File: src/rtl/swsc_pkg.sv
// Shared types and constants for the swsc frame controller and the swsc core.
package swsc_pkg;

  typedef enum logic [1:0] {
    IDLE  = 2'd0,
    RUN   = 2'd1,
    DRAIN = 2'd2,
    DONE  = 2'd3
  } ctrl_state_t;

  localparam int SWSC_KERNEL_H = 7;

  // Bits needed to hold any value 0..max_dim inclusive.
  function automatic int swsc_dim_w(input int max_dim);
    return $clog2(max_dim + 1);
  endfunction

endpackage

File: src/rtl/swsc_rc_cnt.sv
// Row/column position counter for a raster pixel stream; flags the last
// pixel of each row (eor) and the last pixel of the frame (eof).
module swsc_rc_cnt #(
  parameter int DIM_W  = 11,
  parameter int HDIM_W = 11
) (
  input  logic              i_clk,
  input  logic              i_rst_n,
  input  logic              i_clr,
  input  logic              i_step,
  input  logic [DIM_W-1:0]  i_w,
  input  logic [HDIM_W-1:0] i_h,
  output logic              o_eor,
  output logic              o_eof
);

  logic [DIM_W-1:0]  r_col;
  logic [HDIM_W-1:0] r_row;
  logic              w_eor;
  logic              w_eof;

  assign w_eor = (r_col == (i_w - DIM_W'(1)));
  assign w_eof = w_eor && (r_row == (i_h - HDIM_W'(1)));
  assign o_eor = w_eor;
  assign o_eof = w_eof;

  always_ff @(posedge i_clk or negedge i_rst_n) begin
    if (!i_rst_n) begin
      r_col <= '0;
      r_row <= '0;
    end else if (i_clr) begin
      r_col <= '0;
      r_row <= '0;
    end else if (i_step) begin
      if (w_eor) begin
        r_col <= '0;
        r_row <= w_eof ? '0 : r_row + HDIM_W'(1);
      end else begin
        r_col <= r_col + DIM_W'(1);
      end
    end
  end

endmodule

File: src/rtl/swsc_frame_ctrl.sv
// Frame sequencer in front of the swsc core: marks eor/eof on a plain pixel
// stream and counts core outputs. Optional drain watchdog: SWSC_FRAME_CTRL_TIMEOUT_EN.
module swsc_frame_ctrl
  import swsc_pkg::*;
#(
  parameter int DATA_W      = 8,
  parameter int KERNEL_H    = SWSC_KERNEL_H,
  parameter int MAX_IMG_W   = 1024,
  parameter int MAX_IMG_H   = 1024,
  parameter int TIMEOUT_CYC = 65535,
  parameter int DIM_W       = swsc_dim_w(MAX_IMG_W),
  parameter int HDIM_W      = swsc_dim_w(MAX_IMG_H)
) (
  input  logic                     i_clk,
  input  logic                     i_rst_n,
  input  logic                     i_start,
  input  logic [DIM_W-1:0]         i_img_w,
  input  logic [HDIM_W-1:0]        i_img_h,
  input  logic                     i_s_vld,
  input  logic [DATA_W-1:0]        i_s_data,
  output logic                     o_s_rdy,
  output logic                     o_c_vld,
  output logic                     o_c_eor,
  output logic                     o_c_eof,
  output logic [DATA_W-1:0]        o_c_data,
  input  logic                     i_c_rdy,
  input  logic                     i_r_vld,
  input  logic                     i_r_rdy,
  output logic                     o_busy,
  output logic                     o_done,
  output logic                     o_err,
  output logic [DIM_W+HDIM_W-1:0]  o_out_cnt
);

  localparam int CNT_W = DIM_W + HDIM_W;

  ctrl_state_t        r_state;
  logic [DIM_W-1:0]   r_w;
  logic [HDIM_W-1:0]  r_h;
  logic [CNT_W-1:0]   r_exp;
  logic [CNT_W-1:0]   r_out_cnt;
  logic               r_busy;
  logic               r_done;
  logic               r_err;

  logic               w_run;
  logic               w_cfg_bad;
  logic [CNT_W-1:0]   w_exp_w;
  logic [CNT_W-1:0]   w_exp_h;
  logic [CNT_W-1:0]   w_exp;
  logic               w_clr;
  logic               w_in_hs;
  logic               w_out_hs;
  logic               w_at_exp;
  logic [CNT_W-1:0]   w_cnt_nxt;
  logic               w_eor;
  logic               w_eof;

`ifdef SWSC_FRAME_CTRL_TIMEOUT_EN
  localparam int WDOG_W = $clog2(TIMEOUT_CYC + 1);
  logic [WDOG_W-1:0]  r_wdog;
`endif

  assign w_run     = (r_state == RUN);
  assign w_cfg_bad = (i_img_w < DIM_W'(KERNEL_H))  || (i_img_h < HDIM_W'(KERNEL_H)) ||
                     (i_img_w > DIM_W'(MAX_IMG_W)) || (i_img_h > HDIM_W'(MAX_IMG_H));
  assign w_exp_w   = CNT_W'(i_img_w) - CNT_W'(KERNEL_H - 1);
  assign w_exp_h   = CNT_W'(i_img_h) - CNT_W'(KERNEL_H - 1);
  assign w_exp     = w_exp_w * w_exp_h;
  assign w_clr     = (r_state == IDLE) && i_start && !w_cfg_bad;
  assign w_in_hs   = w_run && i_s_vld && i_c_rdy;
  assign w_out_hs  = (w_run || (r_state == DRAIN)) && i_r_vld && i_r_rdy;
  assign w_at_exp  = (r_out_cnt == r_exp);
  assign w_cnt_nxt = (w_out_hs && !w_at_exp) ? r_out_cnt + CNT_W'(1) : r_out_cnt;

  swsc_rc_cnt #(
    .DIM_W  (DIM_W),
    .HDIM_W (HDIM_W)
  ) u_rc_cnt (
    .i_clk   (i_clk),
    .i_rst_n (i_rst_n),
    .i_clr   (w_clr),
    .i_step  (w_in_hs),
    .i_w     (r_w),
    .i_h     (r_h),
    .o_eor   (w_eor),
    .o_eof   (w_eof)
  );

  assign o_c_vld   = w_run && i_s_vld;
  assign o_s_rdy   = w_run && i_c_rdy;
  assign o_c_eor   = w_run && w_eor;
  assign o_c_eof   = w_run && w_eof;
  assign o_c_data  = i_s_data;
  assign o_busy    = r_busy;
  assign o_done    = r_done;
  assign o_err     = r_err;
  assign o_out_cnt = r_out_cnt;

  // The output counter saturates at the expected count; any extra core output is an error.
  always_ff @(posedge i_clk or negedge i_rst_n) begin
    if (!i_rst_n) begin
      r_state   <= IDLE;
      r_w       <= '0;
      r_h       <= '0;
      r_exp     <= '0;
      r_out_cnt <= '0;
      r_busy    <= 1'b0;
      r_done    <= 1'b0;
      r_err     <= 1'b0;
`ifdef SWSC_FRAME_CTRL_TIMEOUT_EN
      r_wdog    <= '0;
`endif
    end else begin
      r_done <= 1'b0;
      if (w_out_hs) begin
        if (w_at_exp) r_err <= 1'b1;
        else          r_out_cnt <= w_cnt_nxt;
      end
      case (r_state)
        IDLE: begin
          if (i_start) begin
            if (w_cfg_bad) begin
              r_err <= 1'b1;
            end else begin
              r_w       <= i_img_w;
              r_h       <= i_img_h;
              r_exp     <= w_exp;
              r_out_cnt <= '0;
              r_err     <= 1'b0;
              r_busy    <= 1'b1;
              r_state   <= RUN;
            end
          end
        end
        RUN: begin
          if (w_in_hs && w_eof) begin
            if (w_cnt_nxt == r_exp) begin
              r_state <= DONE;
              r_busy  <= 1'b0;
              r_done  <= 1'b1;
            end else begin
              r_state <= DRAIN;
            end
`ifdef SWSC_FRAME_CTRL_TIMEOUT_EN
            r_wdog <= '0;
`endif
          end
        end
        DRAIN: begin
          if (w_cnt_nxt == r_exp) begin
            r_state <= DONE;
            r_busy  <= 1'b0;
            r_done  <= 1'b1;
          end
`ifdef SWSC_FRAME_CTRL_TIMEOUT_EN
          else if (w_out_hs) begin
            r_wdog <= '0;
          end else if (r_wdog == WDOG_W'(TIMEOUT_CYC - 1)) begin
            r_err   <= 1'b1;
            r_busy  <= 1'b0;
            r_state <= IDLE;
          end else begin
            r_wdog <= r_wdog + WDOG_W'(1);
          end
`endif
        end
        DONE: begin
          r_state <= IDLE;
        end
        default: begin
          r_state <= IDLE;
          r_busy  <= 1'b0;
        end
      endcase
    end
  end

endmodule

File: config.mk
export PLATFORM = sky130hd
export DESIGN_NAME = swsc_frame_ctrl
export DESIGN_NICKNAME = d
export VERILOG_FILES = /design/src/rtl/swsc_pkg.sv /design/src/rtl/swsc_rc_cnt.sv /design/src/rtl/swsc_frame_ctrl.sv
export SDC_FILE = /design/constraint.sdc
export NUM_CORES = 1
export LEC_CHECK = 0
export CAP_MARGIN = 20
export CORE_AREA = 2 2 173 175
export CTS_CLUSTER_SIZE = 20
export DETAILED_ROUTE_END_ITERATION = 8
export DIE_AREA = 0 0 175 177
export HOLD_SLACK_MARGIN = 0.05
export SYNTH_ARGS = -nofsm -noshare
export SYNTH_HDL_FRONTEND = slang
export SYNTH_SLANG_ARGS = --single-unit
export TNS_END_PERCENT = 100
File: constraint.sdc
create_clock -name i_clk -period 3.4 [get_ports i_clk]
set_clock_uncertainty 0.05 [all_clocks]
set_input_delay 0.34 -clock i_clk [delete_from_list [all_inputs] [get_ports i_clk]]
set_output_delay 0.34 -clock i_clk [all_outputs]
set_load 0.02 [all_outputs]
# Yosys cells after proc, flatten, opt, wreduce, memory -nomap -nowiden
# Cells that the tools add are included.
[word_totals] regBits=93 input_bits=37 output_inout_bits=37 wordCells=92
[classes] n_addsub=7 mul=1 order_cmp=4 n_eq_ne=11 mux=32 bitwise=1 reduce_logical=26
[op_table] cell="22-bit 2-to-1 mux" count=6
[op_table] cell="11-bit 2-to-1 mux" count=7
[op_table] cell="22-bit == test" count=2
[op_table] cell="11-bit by 3-bit subtractor with 12-bit output, second input constant" count=2
[op_table] cell="11-bit by 1-bit adder with 11-bit output, second input constant" count=2
[op_table] cell="22-bit by 1-bit adder with 22-bit output, second input constant" count=1
[op_table] cell="11-bit == test" count=2
[op_table] cell="11-bit > comparator, second input constant" count=2
[op_table] cell="11-bit by 3-bit < comparator with 1-bit output, second input constant" count=2
[op_table] cell="12-bit by 12-bit multiplier with 22-bit output" count=1
[op_table] cell="11-bit by 1-bit subtractor with 11-bit output, second input constant" count=2
[op_table] cell="1-bit logical AND" count=12
[op_table] cell="1-bit 2-to-1 mux" count=12
[op_table] cell="2-bit 2-to-1 mux" count=4
[op_table] cell="2-bit one-hot mux with 4 select lines" count=1
[op_table] cell="4-bit AND reduction" count=2
[op_table] cell="2-bit == test, second input constant" count=2
[op_table] cell="1-bit logical OR" count=4
[op_table] cell="2-bit by 1-bit inequality test with 1-bit output, second input constant" count=2
[op_table] cell="2-bit inequality test, second input constant" count=2
[op_table] cell="2-bit nonzero test" count=2
[op_table] cell="1-bit one-hot mux with 3 select lines" count=1
[op_table] cell="3-bit AND reduction" count=1
[op_table] cell="3-bit nonzero test" count=1
[op_table] cell="6 further kinds" count=7

# Depth between registers and ports, before layout
[logic_depth] ltp_word=11 depth_mapped=25 depth_no_buf=24

# Hierarchy
# From an unflattened synthesis, not the netlist that was laid out.
[unflattened] hier_cells=1371 hier_area_um2=11673.7
[modules_own_cells] module="swsc_frame_ctrl" n_inst=1 cells_per_inst=1113 area_per_inst_um2=9554.2 seq_area_each_um2=1776.7
[modules_own_cells] module="swsc_rc_cnt" n_inst=1 cells_per_inst=258 area_per_inst_um2=2119.5 seq_area_each_um2=550.5

# Worst setup path before layout
# OpenSTA, ideal clock, no wires.
[synth_timing] path_kind="input to register" startpoint="input i_img_w[4]" endpoint="register r_exp[21]" setup_ns=0.135 t_arrival_ns=6.333 t_required_ns=3.215 setup_slack_ns=-3.118 cell_stages=22 cell_sequence="clkbuf_1 -> or4_1 -> or3_1 -> nor4_1 -> nand2_1 -> inv_1 -> fa_1 -> inv_1 -> fa_1 -> fa_1 -> inv_1 -> fa_1 -> inv_1 -> fa_1 -> inv_1 -> ha_1 -> o41ai_1 -> o2111ai_1 -> a41oi_1 -> o21ai_0 -> xnor2_1 -> o21ai_0"
[synth_between] elab_chain_cells=6
[synth_lines] item="start: declaration" line="swsc_frame_ctrl.sv:17" text="input logic [DIM_W-1:0] i_img_w,"
[synth_lines] item="branches (longest 6 deep; another with 12-bit by 12-bit multiplier with 22-bit output)"
[synth_lines] item="end signal: assignment" line="swsc_frame_ctrl.sv:128" text="r_exp <= w_exp;"
[synth_lines] item="end: declaration" line="swsc_frame_ctrl.sv:40" text="logic [CNT_W-1:0] r_exp;"
# Parallel ways; which one is timed is not known.
# A chain may end at the register's enable or synchronous reset.

# Worst setup path after layout
[layout_timing] startpoint="input i_img_w[7]" endpoint="register r_exp[20]"
# Same word-level chain as after synthesis.

==> impl_metrics.py <==
metrics = {
    "placed_design": {
        "post-dp-hpwl_um": 28100,
        "gp_congestion": 0.913,
        "post-place-cells": 2049,
        "io_buffers": 57,
        "postPlaceCellArea_um2": 14800,
    },
    "power_and_ir_drop": {
        "comb_power_share_pct": 79.6,
        "p_sw_share_pct": 45.1,
        "clkPwrFrac_pct": 7.9,
        "switchingPower_uw": 6480,
        "vdd_drop_max_mv": 0.992,
        "p_per_area_nw_per_um2": 868,
        "p_int_uw": 7890,
        "leakagePower_uw": 0.00774,
        "power_uw": 14400,
        "seq_power_share_pct": 12.5,
    },
    "layout": {
        "fin_nets": 1935,
        "drive_gt1_share_pct": 32.4,
        "regArea_um2": 2330,
        "area_growth_pct": 44.0,
        "nFillCells": 2579,
        "multi_input_area_um2": 9420,
        "stdcell_area_um2": 16600,
        "diodes": 0,
        "stdcell_count": 2104,
    },
    "worst_setup_path": {
        "cp-start-kind": "primary input",
        "worstSetupStartpoint": "i_img_w[7]",
        "crit_path_end_kind": "flop",
        "regToRegEndpoint": "r_state[0]",
        "worstRegToRegCells": 12,
        "cp_max_fo": 5,
        "cp.arrival_ns": 6.05,
        "crit_required_ns": 3.59,
        "crit_end": "r_exp[20]",
        "worst-setup-path-type": "primary input to flop",
        "reg2reg_setup_slack_ns": 0.08,
        "rr_startpoint": "r_exp[13]",
    },
    "clocking": {
        "clk-insertion-delay-late_ns": 0.36,
        "cts_tree": "built",
        "cts_inserted_buffers": 9,
        "clock-sinks": 93,
        "htree_levels": 3,
        "cts_root_buf": "clkbuf_16",
        "clkTransAtPathRegs_ns": 0.07,
        "clk_path_buf_depth": 2,
    },
    "sta": {
        "post-route-period-util_pct": 172,
        "hold_ws_ns": 0.246,
        "relSlewSlack_pct": 60.2,
        "setup_viol": 17,
        "finalHoldViolations": 0,
        "tightest_slew_ns": 0.597,
        "final_max_slew_viol_count": 0,
        "fin_crit_ns": 5.86,
        "rsz0062_at_grt": "true",
        "finalSetupTns_ns": -29.61,
        "max_freq_mhz": 171,
        "setup_slack_ns": -2.46,
    },
    "synth": {
        "yosysWarnings": 0,
        "netlist_instances": 1360,
        "synth_nets": 1585,
        "postSynth.asyncResetShare_pct": 100,
        "avgSynthCellArea_um2": 8.46,
        "synth_cell_types": 72,
        "synth-main-ff-cell": "dfrtp_1",
        "yosys_register_bits": 93,
        "ys_seq_area_share_pct": 20.2,
        "synth_enable_flop_cells": 0,
        "syn-cell-area_um2": 11500,
    },
    "hold_path": {
        "hp-class": "primary input to flop",
        "hold_depth": 4,
        "min-delay-start": "i_img_w[7]",
    },
    "drt": {
        "viasPerCell": 5.12,
        "drtPass1Iterations": 5,
        "wirelength_um": 35500,
        "drc": 0,
        "wl_per_cell_um": 16.9,
        "dr_total_vias": 10800,
        "drt_iter0_markers": 660,
        "antenna_left": 0,
    },
    "grt": {
        "grt_pass1_vias": 11200,
        "grt_start_max_net_pins": 77,
        "antenna_found_initial": 0,
        "groute.usage.overall_pct": 23.9,
        "grt_pass1_wl_um": 58400,
        "grt_remaining_overflow": 0,
    },
    "floorplanning": {
        "fp.dieW_um": 175,
        "die_h_um": 177,
        "ios": 74,
        "dieArea_um2": 31000,
        "rows": 63,
        "initial_core_util_pct": 39.3,
        "coreArea_um2": 29200,
    },
    "outcome": {
        "failed_checks": "negative setup slack",
        "outcome": "finished with violations",
    },
    "job": {
        "maxCapViolations": 0,
    },
}
[cell families after synthesis]
group / count (synthesis) / synth area share, %
buffers and inverters: 239 / 8.17
AO/OA/AOI/OAI: 180 / 10.6
multiplexers: 5 / 0.435
adder cells (fa/ha/maj): 188 / 28.8
flip-flops: 93 / 20.2
XOR/XNOR: 125 / 9.51
AND/OR/NAND/NOR: 530 / 22.2
[how the worst min path moves through the flow]
stage | to | slack, ns
floorplan | o_busy | -0.006
global placement | o_err | 0.44
detailed placement | r_h[10] | 0.45
CTS | u_rc_cnt.r_row[6] | 0.11
global route | r_w[7] | 0.26
finish | r_w[7] | 0.25
[placed cells by master (no fill, tap or decap), types with 7 or more instances in the layout]
cell and n:
nor2_1 88, xnor2_2 13, inv_1 164, buf_4 313
xor2_1 54, buf_12 7, nand2_2 7, clkdlybuf4s50_1 40
fa_2 7, ha_4 20, dfrtp_1 93, o21ai_0 35
xor2_2 7, a21oi_1 20, nand2_1 202, xnor2_1 48
buf_2 7, nor3b_1 10, inv_2 10, clkbuf_16 9
nand3_1 25, nand4_1 18, and2_1 20, nor3_2 8
and3_1 15, nor3_1 15, or3_1 8, nand2b_1 22
fa_1 121, nor2b_1 17, o21ai_1 19, ha_1 38
buf_6 26, nor2_2 8
[worst max-delay path, stage by stage]
cell and delay [ns]:
buf_6 0.09, or4_4 0.53, buf_6 0.14, or3_4 0.39, nor4_4 0.26, buf_4 0.19, and2_1 0.13, fa_1 0.45
buf_4 0.16, ha_1 0.30, buf_4 0.16, fa_1 0.48, fa_1 0.55, inv_1 0.05, fa_1 0.47, inv_1 0.04
ha_1 0.26, o41a_1 0.44, buf_6 0.14, a211oi_2 0.19, mux2i_1 0.21, nand3_1 0.08
[flip-flops by register name, summed over array words and instances, names as in the netlist]
register,cells
r_w,11
u_rc_cnt.r_row,11
o_out_cnt,22
r_h,11
r_state,2
u_rc_cnt.r_col,11
o_busy,1
o_done,1
r_exp,22
o_err,1
[metrics by stage]
step | setup slack [ns] | utilization (%)
2_1_floorplan | -2.71 | -
3_3_place_gp | -3.35 | 50.6
3_5_place_dp | -3.40 | 50.6
4_1_cts | -2.46 | 54.9
5_1_grt | -2.74 | 56.7
6_report | -2.46 | 56.7
[cell usage after synthesis (24+ instances only)]
master	n	area (µm²)
nand2_1	210	788
o21ai_0	55	275
ha_1	60	751
nand2b_1	24	150
a21oi_1	30	150
clkbuf_1	39	146
dfrtp_1	93	2330
xnor2_1	63	552
inv_1	176	661
nor3_1	25	125
nor2_1	99	372
xor2_1	62	543
fa_1	128	2560
nand3_1	27	135
[metal layers]
metal | share of wire (%) | GRT usage, % | vias to the layer above
met1 | 45 | 32.3 | 5326
met2 | 48 | 39.7 | 272
met4 | 2.2 | 6.70 | 0
met3 | 5.0 | 4.06 | 46
met5 | 0 | 0 | -
li1 | - | - | 5131
[power groups by stage]
stage          Combinational (µW)  Clock [µW]  Sequential, µW
2_1_floorplan                5240           0            1770
3_3_place_gp                 8610           0            1780
3_5_place_dp                 8720           0            1800
4_1_cts                     10300        1170            1780
5_1_grt                     12600        1210            1840
6_report                    11400        1130            1800
[area by class of cell]
| type | count | area share (%) |
|---|---|---|
| clock buffer | 10 | 1.44 |
| clock inverter | 5 | 0.506 |
| inverter | 176 | 4.03 |
| multi-input combinational | 1028 | 56.9 |
| sequential | 93 | 14.0 |
| tap | 390 | 2.95 |
| timing repair buffer | 402 | 20.2 |
[what timing repair did]
item,4_1_cts,5_1_grt
gates cloned,0,0
gates resized for setup,218,82
endpoints found under the hold margin,0,26
endpoints found under the setup margin,24,30
hold buffers,0,1
setup buffers,31,15
pin swaps,93,57
Power figures use the tool's default switching activity.
